===== config.mk =====
export PLATFORM = sky130hd
export DESIGN_NAME = stopwatch_lap_reg
export DESIGN_NICKNAME = d
export VERILOG_FILES = /design/src/rtl/stopwatch_pkg.sv /design/src/rtl/stopwatch_lap_reg.sv
export SDC_FILE = /design/constraint.sdc
export NUM_CORES = 1
export LEC_CHECK = 0
export ABC_AREA = 1
export CORE_MARGIN = 2
export CORE_UTILIZATION = 43
export CTS_CLUSTER_DIAMETER = 30
export DETAILED_ROUTE_END_ITERATION = 10
export HOLD_SLACK_MARGIN = 0.08
export PLACE_DENSITY = 0.83
export SKIP_LAST_GASP = 1
export SLEW_MARGIN = 20
export SYNTH_ARGS = -nofsm -noshare
export SYNTH_HDL_FRONTEND = slang
export SYNTH_SLANG_ARGS = --single-unit

===== constraint.sdc =====
create_clock -name clk -period 0.8 [get_ports clk]
set_input_delay 0.12 -clock clk [delete_from_list [all_inputs] [get_ports clk]]
set_output_delay 0.12 -clock clk [all_outputs]
set_load 0.01 [all_outputs]

===== src/rtl/stopwatch_pkg.sv =====
// Shared types and constants for the stopwatch control slice.
// Build option: define LAP_TIMEOUT_EN to make a lap snapshot return to live
// time by itself after LAP_HOLD_CYCLES clock cycles.
package stopwatch_pkg;

    // Field widths of the datapath time value
    localparam int MSEC_W = 7;
    localparam int SEC_W  = 6;
    localparam int MIN_W  = 6;
    localparam int HOUR_W = 5;

    // Default snapshot display time: 3 s at 100 MHz
    localparam int unsigned LAP_HOLD_CYCLES_DEFAULT = 300_000_000;

    typedef enum logic [1:0] {
        IDLE = 2'd0,
        RUN  = 2'd1,
        LAP  = 2'd2,
        STOP = 2'd3
    } state_e;

    // One complete time value as shown on the display
    typedef struct packed {
        logic [HOUR_W-1:0] hour;
        logic [MIN_W-1:0]  min;
        logic [SEC_W-1:0]  sec;
        logic [MSEC_W-1:0] msec;
    } time_t;

    // Width of a counter that reaches cycles-1, never narrower than one bit
    function automatic int unsigned hold_cnt_w(input int unsigned cycles);
        return (cycles < 2) ? 1 : $clog2(cycles);
    endfunction

endpackage


===== src/rtl/stopwatch_lap_reg.sv =====
// Four-field lap snapshot register and the display mux.
// The snapshot loads when load_i is high; sel_i chooses the snapshot
// over the live time. When sel_i is low the live fields pass straight
// through, with no register in the path.
module stopwatch_lap_reg
    import stopwatch_pkg::*;
(
    input  logic              clk,
    input  logic              rst_n,
    input  logic              load_i,
    input  logic              sel_i,
    input  logic [MSEC_W-1:0] msec_i,
    input  logic [SEC_W-1:0]  sec_i,
    input  logic [MIN_W-1:0]  min_i,
    input  logic [HOUR_W-1:0] hour_i,
    output logic [MSEC_W-1:0] msec_o,
    output logic [SEC_W-1:0]  sec_o,
    output logic [MIN_W-1:0]  min_o,
    output logic [HOUR_W-1:0] hour_o
);

    time_t snap_q;

    // Capture the live time on the lap event
    always_ff @(posedge clk or negedge rst_n) begin
        // NOTE: the snapshot is only four fields wide, so clearing it on
        // reset is cheap. This makes its value defined after reset.
        if (!rst_n) begin
            snap_q <= '0;
        end else if (load_i) begin
            // NOTE: use non-blocking assignments for every register so that
            // all flops update together and simulation matches the netlist.
            snap_q <= '{hour: hour_i, min: min_i, sec: sec_i, msec: msec_i};
        end
    end

    // Display mux: the frozen snapshot or the live pass-through
    always_comb begin
        // NOTE: each output gets a value on every path. A missing branch
        // would otherwise infer a latch.
        msec_o = msec_i;
        sec_o  = sec_i;
        min_o  = min_i;
        hour_o = hour_i;
        if (sel_i) begin
            msec_o = snap_q.msec;
            sec_o  = snap_q.sec;
            min_o  = snap_q.min;
            hour_o = snap_q.hour;
        end
    end

endmodule


==> results of run 1 <==
==> critical path, delay by kind of cell, from the launching register on <==
family	cells	cell delay, ps
simple gates	2	110
flops	1	400
buf+inv	1	130
==> per-stage QoR <==
step	TNS [ps]	instance area [sq um]	util	hold slack, ps
3_5_place_dp	-27950	1850	0.617	459
4_1_cts	-6450	1780	0.592	141
5_1_grt	-7720	1820	0.607	139
2_1_floorplan	0	1330	-	-176
3_3_place_gp	-27630	1850	0.617	453
6_report	-6080	1820	0.607	139
==> synth_stat cells <==
library cell	instances	share of area
sky130_fd_sc_hd__buf_12	2	0.030
sky130_fd_sc_hd__buf_6	6	0.051
sky130_fd_sc_hd__clkbuf_8	2	0.021
sky130_fd_sc_hd__dfrtp_1	24	0.45
sky130_fd_sc_hd__inv_6	1	0.0066
sky130_fd_sc_hd__inv_8	1	0.0085
sky130_fd_sc_hd__nand2_1	130	0.37
sky130_fd_sc_hd__nand2_2	14	0.066
==> area by class of cell <==
type / count / area share
Inverter: 2 / 0.0158
Multi-Input combinational cell: 144 / 0.316
Timing Repair Buffer: 68 / 0.304
Tap cell: 33 / 0.0226
Clock buffer: 3 / 0.0124
Sequential cell: 24 / 0.329
==> layout by cell type (no fill, tap or decap) <==
cell	n
sky130_fd_sc_hd__nand2_1	130
sky130_fd_sc_hd__clkdlybuf4s50_1	26
sky130_fd_sc_hd__buf_12	3
sky130_fd_sc_hd__nand2_2	14
sky130_fd_sc_hd__buf_2	24
sky130_fd_sc_hd__buf_4	14
sky130_fd_sc_hd__clkbuf_4	3
sky130_fd_sc_hd__inv_6	1
sky130_fd_sc_hd__inv_16	1
sky130_fd_sc_hd__dfrtp_1	24
sky130_fd_sc_hd__dlygate4sd2_1	1
==> path summary, 6_finish.rpt <==
path,startpoint,endpoint
max in group asynchronous,rst_n,snap_q[11]
worst max register to register,snap_q[0],snap_q[0]
worst max-delay path,snap_q[0],msec_o[0]
min in group clk,hour_i[3],snap_q[22]
worst min-delay path,rst_n,snap_q[2]
worst min register to register,snap_q[3],snap_q[3]
==> repair_timing <==
action | 4_1_cts | 5_1_grt
buffers inserted | 2 | 6
pin swaps | 41 | 3
resized for setup | 99 | 0
endpoints found under the setup margin | 24 | 24
hold buffers | 0 | 0
==> where the power goes <==
group          switching (uW)  total, uW  internal, uW
registers                54.6       1370          1320
logic                     374        759           384
clock network             325        501           176
total                     754       2630          1880
==> kinds of logic (layout without fill, tap and decap cells) <==
kind of cell	count (synthesis)	after routing	synth area share
buffers and inverters	12	73	0.117
and+or+nand+nor	144	144	0.432
DFF	24	24	0.451
==> routing by layer <==
metal  part of all wire  vias up  track usage
met1               0.46      572        0.224
met4             0.0083        0       0.0508
met5                  0        -            0
met2               0.51       21        0.312
met3              0.027        2       0.0393
li1                   -      658            -
==> insert_results.sql, run 1 <==
INSERT INTO impl_metrics (metric_group, metric, value, unit) VALUES
('finish', 'final_cell_count_no_fill', '274', ''),
('critical_path', 'setup.worst_path.end_class', 'primary output', ''),
('logic_synthesis', 'netlist-cell-type-count', '8', ''),
('pwr', 'p_per_area', '1440', 'mW/mm^2'),
('floorplan', 'floorplan.die.width', '59.6', 'microns'),
('routing', 'detailedRoute.firstPassIterationCount', '4', ''),
('routing', 'routed_wirelength', '2890', 'microns'),
('global_routing', 'first_global_vias', '1180', ''),
('run', 'drv_cap', '0', ''),
('routing', 'drt_iter0_drc', '27', ''),
('logic_synthesis', 'ys_warn_count', '0', ''),
('global_routing', 'grt_util_all_layers', '0.180', ''),
('pwr', 'power_total', '2630', 'uW'),
('global_routing', 'grt_max_degree', '25', ''),
('floorplan', 'die_h', '59.6', 'microns'),
('finish', 'register_with_the_most_flip_flops', 'snap_q', ''),
('finish', 'final-seq-area', '601', 'sq um'),
('global_routing', 'antenna_found_initial', '0', ''),
('clock_network', 'htree_num_levels', '1', ''),
('routing', 'dr_total_vias', '1253', ''),
('finish', 'area_delta_synth_final', '36.9', '%'),
('critical_path', 'worst_ep_required', '680', 'ps'),
('logic_synthesis', 'netlist_area', '0.00133', 'sq mm'),
('sta', 'timing.slew.headroom', '0.887', ''),
('place', 'place_ws', '-918', 'ps'),
('floorplan', 'floorplan.initialDensity', '0.443', ''),
('floorplan', 'num_rows', '20', ''),
('critical_path', 'setup.worst_path.class', 'register to primary output', ''),
('sta', 'timing.clock.skew', '0', 'ps'),
('pwr', 'leakage', '0.00105', 'uW'),
('critical_path', 'worst-r2r-cell-count', '4', ''),
('logic_synthesis', 'synth.net_count', '208', ''),
('routing', 'viasPerCell', '4.57', ''),
('critical_path', 'cp.arrival', '960', 'ps'),
('routing', 'drt.antenna.violating_nets', '0', ''),
('floorplan', 'top_level_ports', '52', ''),
('pwr', 'ir_drop', '0.847', 'mV'),
('sta', 'timing.final.crit_period', '1080', 'ps'),
('routing', 'drc', '0', ''),
('finish', 'antenna_cells', '0', ''),
('critical_path', 'cell_mode_on_critical_path', 'sky130_fd_sc_hd__nand2_1', ''),
('critical_path', 'regToRegSetupSlack', '-40', 'ps'),
('place', 'place.gp.congestion', '0.745', ''),
('floorplan', 'core_area', '0.00300', 'sq mm'),
('finish', 'flip_flop_count_of_the_largest_register_after_layout', '24', ''),
('global_routing', 'total_overflow_reported_by_the_global_router', '0', ''),
('critical_path', 'crit_path_cell_trace', 'nand2_1 > nand2_1 > buf_2', ''),
('logic_synthesis', 'synth.yosys.seq_area_share', '0.451', ''),
('critical_path', 'worst_path_largest_cell_delay', '400', 'ps'),
('place', 'place_inst', '263', ''),
('finish', 'layout-drive-gt1-share', '0.249', ''),
('finish', 'largestRegisters', 'snap_q (24)', ''),
('sta', 'hold_violations', '0', ''),
('finish', 'filler_cell_count', '291', ''),
('global_routing', 'grt_first_pass_wirelength', '4990', 'microns'),
('logic_synthesis', 'ys_ff_latch', '24', ''),
('clock_network', 'cts_buffer_depth', '2', ''),
('clock_network', 'cts_tree', 'yes', ''),
('clock_network', 'cts.clk_slew.worst_paths', '120', 'ps'),
('floorplan', 'design.die.area', '0.00356', 'sq mm'),
('critical_path', 'timing.critical_path.slowest_stage_cell', 'sky130_fd_sc_hd__dfrtp_1', ''),
('sta', 'min_period_over_period', '1.35', ''),
('clock_network', 'cts_sinks', '24', ''),
('critical_path', 'path_max_fanout', '2', ''),
('run_status', 'violations_in_the_final_reports', 'setup timing', ''),
('run_status', 'run_status', 'finished, violations left', ''),
('place', 'hpwlAfterDp', '2060', 'microns'),
('sta', 'finalSetupViolations', '25', ''),
('sta', 'postLayoutSetupSlackWorst', '-278', 'ps'),
('sta', 'timing_max_transition_violations_final', '0', ''),
('clock_network', 'clock_latency', '310', 'ps'),
('logic_synthesis', 'syn-instance-count', '180', ''),
('place', 'placement.io_buffers', '51', ''),
('sta', 'max_slew.worst_pin.slew', '170', 'ps'),
('finish', 'finish.net_count', '271', ''),
('worst_hold_path', 'hold_path_class', 'input pin to asynchronous set/reset pin', ''),
('clock_network', 'numCtsBuffers', '3', ''),
('sta', 'rsz0062_at_grt', 'yes', ''),
('critical_path', 'start_kind', 'register', ''),
('clock_network', 'root_buffer', 'sky130_fd_sc_hd__clkbuf_4', ''),
('finish', 'multi_input_area', '576', 'sq um'),
('routing', 'route.detailed.wl_per_inst', '10.5', 'microns'),
('logic_synthesis', 'syn_area_per_cell', '7.40', 'sq um'),
('sta', 'fmax', '928', 'MHz');
Note: power is estimated with default switching activity, not from simulation.
==> run 2: changes to the inputs <==
SKIP_CTS_REPAIR_TIMING = 1   (was unset)
==> run 2 against run 1 <==
  * The flow still finishes with violations (setup timing)
  * Clock skew unchanged
  * Critical endpoint unchanged
  * Die area unchanged
  * Sequential power hardly changed
  * Non-clock buffer count fell by 1
  * Routed wire length shrank 0.24%
  * Critical path type unchanged
  * First-iteration DRC count decreased by 15%
  * Maximum frequency up 0.76%
  * Power down 0.17%
  * Register-to-register slack barely moved
  * Highest routed layer unchanged
  * Sequential share of layout area unchanged
  * Combinational power down 0.5%
==> insert_results.sql, run 2 (synthesized netlist as in run 1, its figures left out) <==
INSERT INTO impl_metrics (metric_group, metric, value, unit) VALUES
('run_status', 'run_status', 'finished, violations left', ''),
('run_status', 'violations_in_the_final_reports', 'setup timing', ''),
('routing', 'drc', '0', ''),
('sta', 'finalHoldWorstSlack', '139', 'ps'),
('floorplan', 'floorplan.die.width', '59.6', 'microns'),
('sta', 'timing_max_transition_violations_final', '0', ''),
('routing', 'drt.antenna.violating_nets', '0', ''),
('sta', 'min_period_over_period', '1.34', ''),
('global_routing', 'grt-busiest-layer', 'met2', ''),
('sta', 'finalSetupViolations', '25', ''),
('routing', 'detailedRoute.firstPassIterationCount', '4', ''),
('worst_hold_path', 'hold_path_class', 'input pin to asynchronous set/reset pin', ''),
('pwr', 'leakage', '0.00105', 'uW'),
('finish', 'finish.net_count', '270', ''),
('critical_path', 'timing.critical_path.buf_inv', '1', ''),
('sta', 'hold_violations', '0', ''),
('clock_network', 'cts_buffer_depth', '2', ''),
('finish', 'final-seq-area', '601', 'sq um'),
('sta', 'max_slew.worst_pin.slew', '196', 'ps'),
('sta', 'timing.clock.skew', '0', 'ps'),
('sta', 'timing.slew.headroom', '0.869', ''),
('critical_path', 'worst_path_largest_cell_delay', '400', 'ps'),
('critical_path', 'cell_mode_on_critical_path', 'sky130_fd_sc_hd__nand2_1', ''),
('global_routing', 'groute.layer.met3.usage', '0.0393', ''),
('routing', 'dr_total_vias', '1253', ''),
('global_routing', 'total_overflow_reported_by_the_global_router', '0', ''),
('sta', 'finalSetupTns', '-6010', 'ps'),
('clock_network', 'cts_tree', 'yes', ''),
('critical_path', 'setup.worst_path.end_class', 'primary output', ''),
('finish', 'flip_flop_count_of_the_largest_register_after_layout', '24', ''),
('floorplan', 'num_rows', '20', ''),
('global_routing', 'gr-usage-met2', '0.306', ''),
('place', 'place.gp.congestion', '0.745', ''),
('routing', 'route.detailed.wl_per_inst', '10.6', 'microns'),
('critical_path', 'worst-r2r-cell-count', '4', ''),
('global_routing', 'antenna_found_initial', '0', ''),
('sta', 'timing.final.crit_period', '1070', 'ps'),
('routing', 'routed_wirelength', '2880', 'microns'),
('global_routing', 'use_met1', '0.223', ''),
('place', 'hpwlAfterDp', '2060', 'microns'),
('sta', 'fmax', '935', 'MHz'),
('pwr', 'p_per_area', '1440', 'mW/mm^2'),
('place', 'placement.io_buffers', '51', ''),
('critical_path', 'worst_ep_required', '680', 'ps'),
('clock_network', 'htree_num_levels', '1', ''),
('finish', 'register_with_the_most_flip_flops', 'snap_q', ''),
('clock_network', 'cts_sinks', '24', ''),
('critical_path', 'start_kind', 'register', ''),
('run', 'drv_cap', '0', ''),
('finish', 'filler_cell_count', '291', ''),
('sta', 'postLayoutSetupSlackWorst', '-270', 'ps'),
('critical_path', 'cp.arrival', '950', 'ps'),
('critical_path', 'setup.worst_path.class', 'register to primary output', ''),
('routing', 'drt_iter0_drc', '23', ''),
('floorplan', 'top_level_ports', '52', ''),
('finish', 'layout.cells.most_common_list', 'sky130_fd_sc_hd__nand2_1 (130), sky130_fd_sc_hd__clkdlybuf4s50_1 (26), sky130_fd_sc_hd__dfrtp_1 (24), sky130_fd_sc_hd__buf_2 (18), sky130_fd_sc_hd__nand2_2 (14)', ''),
('clock_network', 'cts.clk_slew.worst_paths', '120', 'ps'),
('clock_network', 'numCtsBuffers', '3', ''),
('floorplan', 'floorplan.initialDensity', '0.443', ''),
('finish', 'antenna_cells', '0', ''),
('clock_network', 'root_buffer', 'sky130_fd_sc_hd__clkbuf_4', ''),
('pwr', 'ir_drop', '0.846', 'mV'),
('global_routing', 'grt_max_degree', '25', ''),
('clock_network', 'clock_latency', '310', 'ps'),
('finish', 'area_delta_synth_final', '36.9', '%'),
('global_routing', 'grt_first_pass_wirelength', '4890', 'microns'),
('critical_path', 'critical_path_depth', '3', ''),
('finish', 'multi_input_area', '576', 'sq um'),
('global_routing', 'grt_util_all_layers', '0.178', ''),
('floorplan', 'design.die.area', '0.00356', 'sq mm'),
('finish', 'final_core_utilization', '0.607', ''),
('critical_path', 'timing.critical_path.slowest_stage_cell', 'sky130_fd_sc_hd__dfrtp_1', ''),
('routing', 'viasPerCell', '4.59', ''),
('critical_path', 'cpLargestDelayFamily', 'flip-flops', ''),
('critical_path', 'path_max_fanout', '2', ''),
('critical_path', 'crit_path_cell_trace', 'nand2_1 > nand2_1 > clkbuf_2', ''),
('global_routing', 'first_global_vias', '1167', ''),
('finish', 'commonest_non_fill_non_tap_cell_in_the_layout', 'sky130_fd_sc_hd__nand2_1', ''),
('floorplan', 'core_area', '0.00300', 'sq mm'),
('floorplan', 'die_h', '59.6', 'microns'),
('finish', 'layout-drive-gt1-share', '0.246', ''),
('finish', 'largestRegisters', 'snap_q (24)', ''),
('sta', 'rsz0062_at_grt', 'yes', '');
run 2: final timing paths:
kind | slack [ps] | to | start
hold / removal | 140 | snap_q[2] | rst_n
min in group clk | 360 | snap_q[22] | hour_i[3]
setup / recovery | -270 | msec_o[0] | snap_q[0]
setup reg to reg | -40 | snap_q[0] | snap_q[0]
max in group asynchronous | 510 | snap_q[11] | rst_n
hold reg to reg | 480 | snap_q[11] | snap_q[11]
run 2: final cells by class:
type / count / share of cell area
clock buffer: 3 / 0.0124
inverter: 2 / 0.0158
multi-input combinational: 144 / 0.316
sequential: 24 / 0.329
tap: 33 / 0.0226
timing repair buffer: 67 / 0.304
run 2: stage by stage:
| stage | power, uW | setup slack (ps) | cells | cell area (sq um) |
|---|---|---|---|---|
| detailed placement | 2220 | -918 | 263 | 1850 |
| global route | 2810 | -349 | 273 | 1820 |
| floorplan | 1780 | 124 | 180 | 1330 |
| global placement | 2210 | -911 | 263 | 1850 |
| finish | 2630 | -270 | 273 | 1820 |
| CTS | 2730 | -926 | 266 | 1880 |
run 2: report_power, final:
group / total [uW] / switching [uW] / internal [uW]
sequential: 1370 / 54.3 / 1320
clock: 500 / 325 / 176
combinational: 755 / 374 / 382
total: 2630 / 753 / 1880
run 2: layer usage:
layer	routed length [microns]	vias to the layer above	part of all wire
met1	1310	574	0.45
li1	-	656	-
met3	91	2	0.032
met4	24	0	0.0083
met5	0	-	0
met2	1460	21	0.51
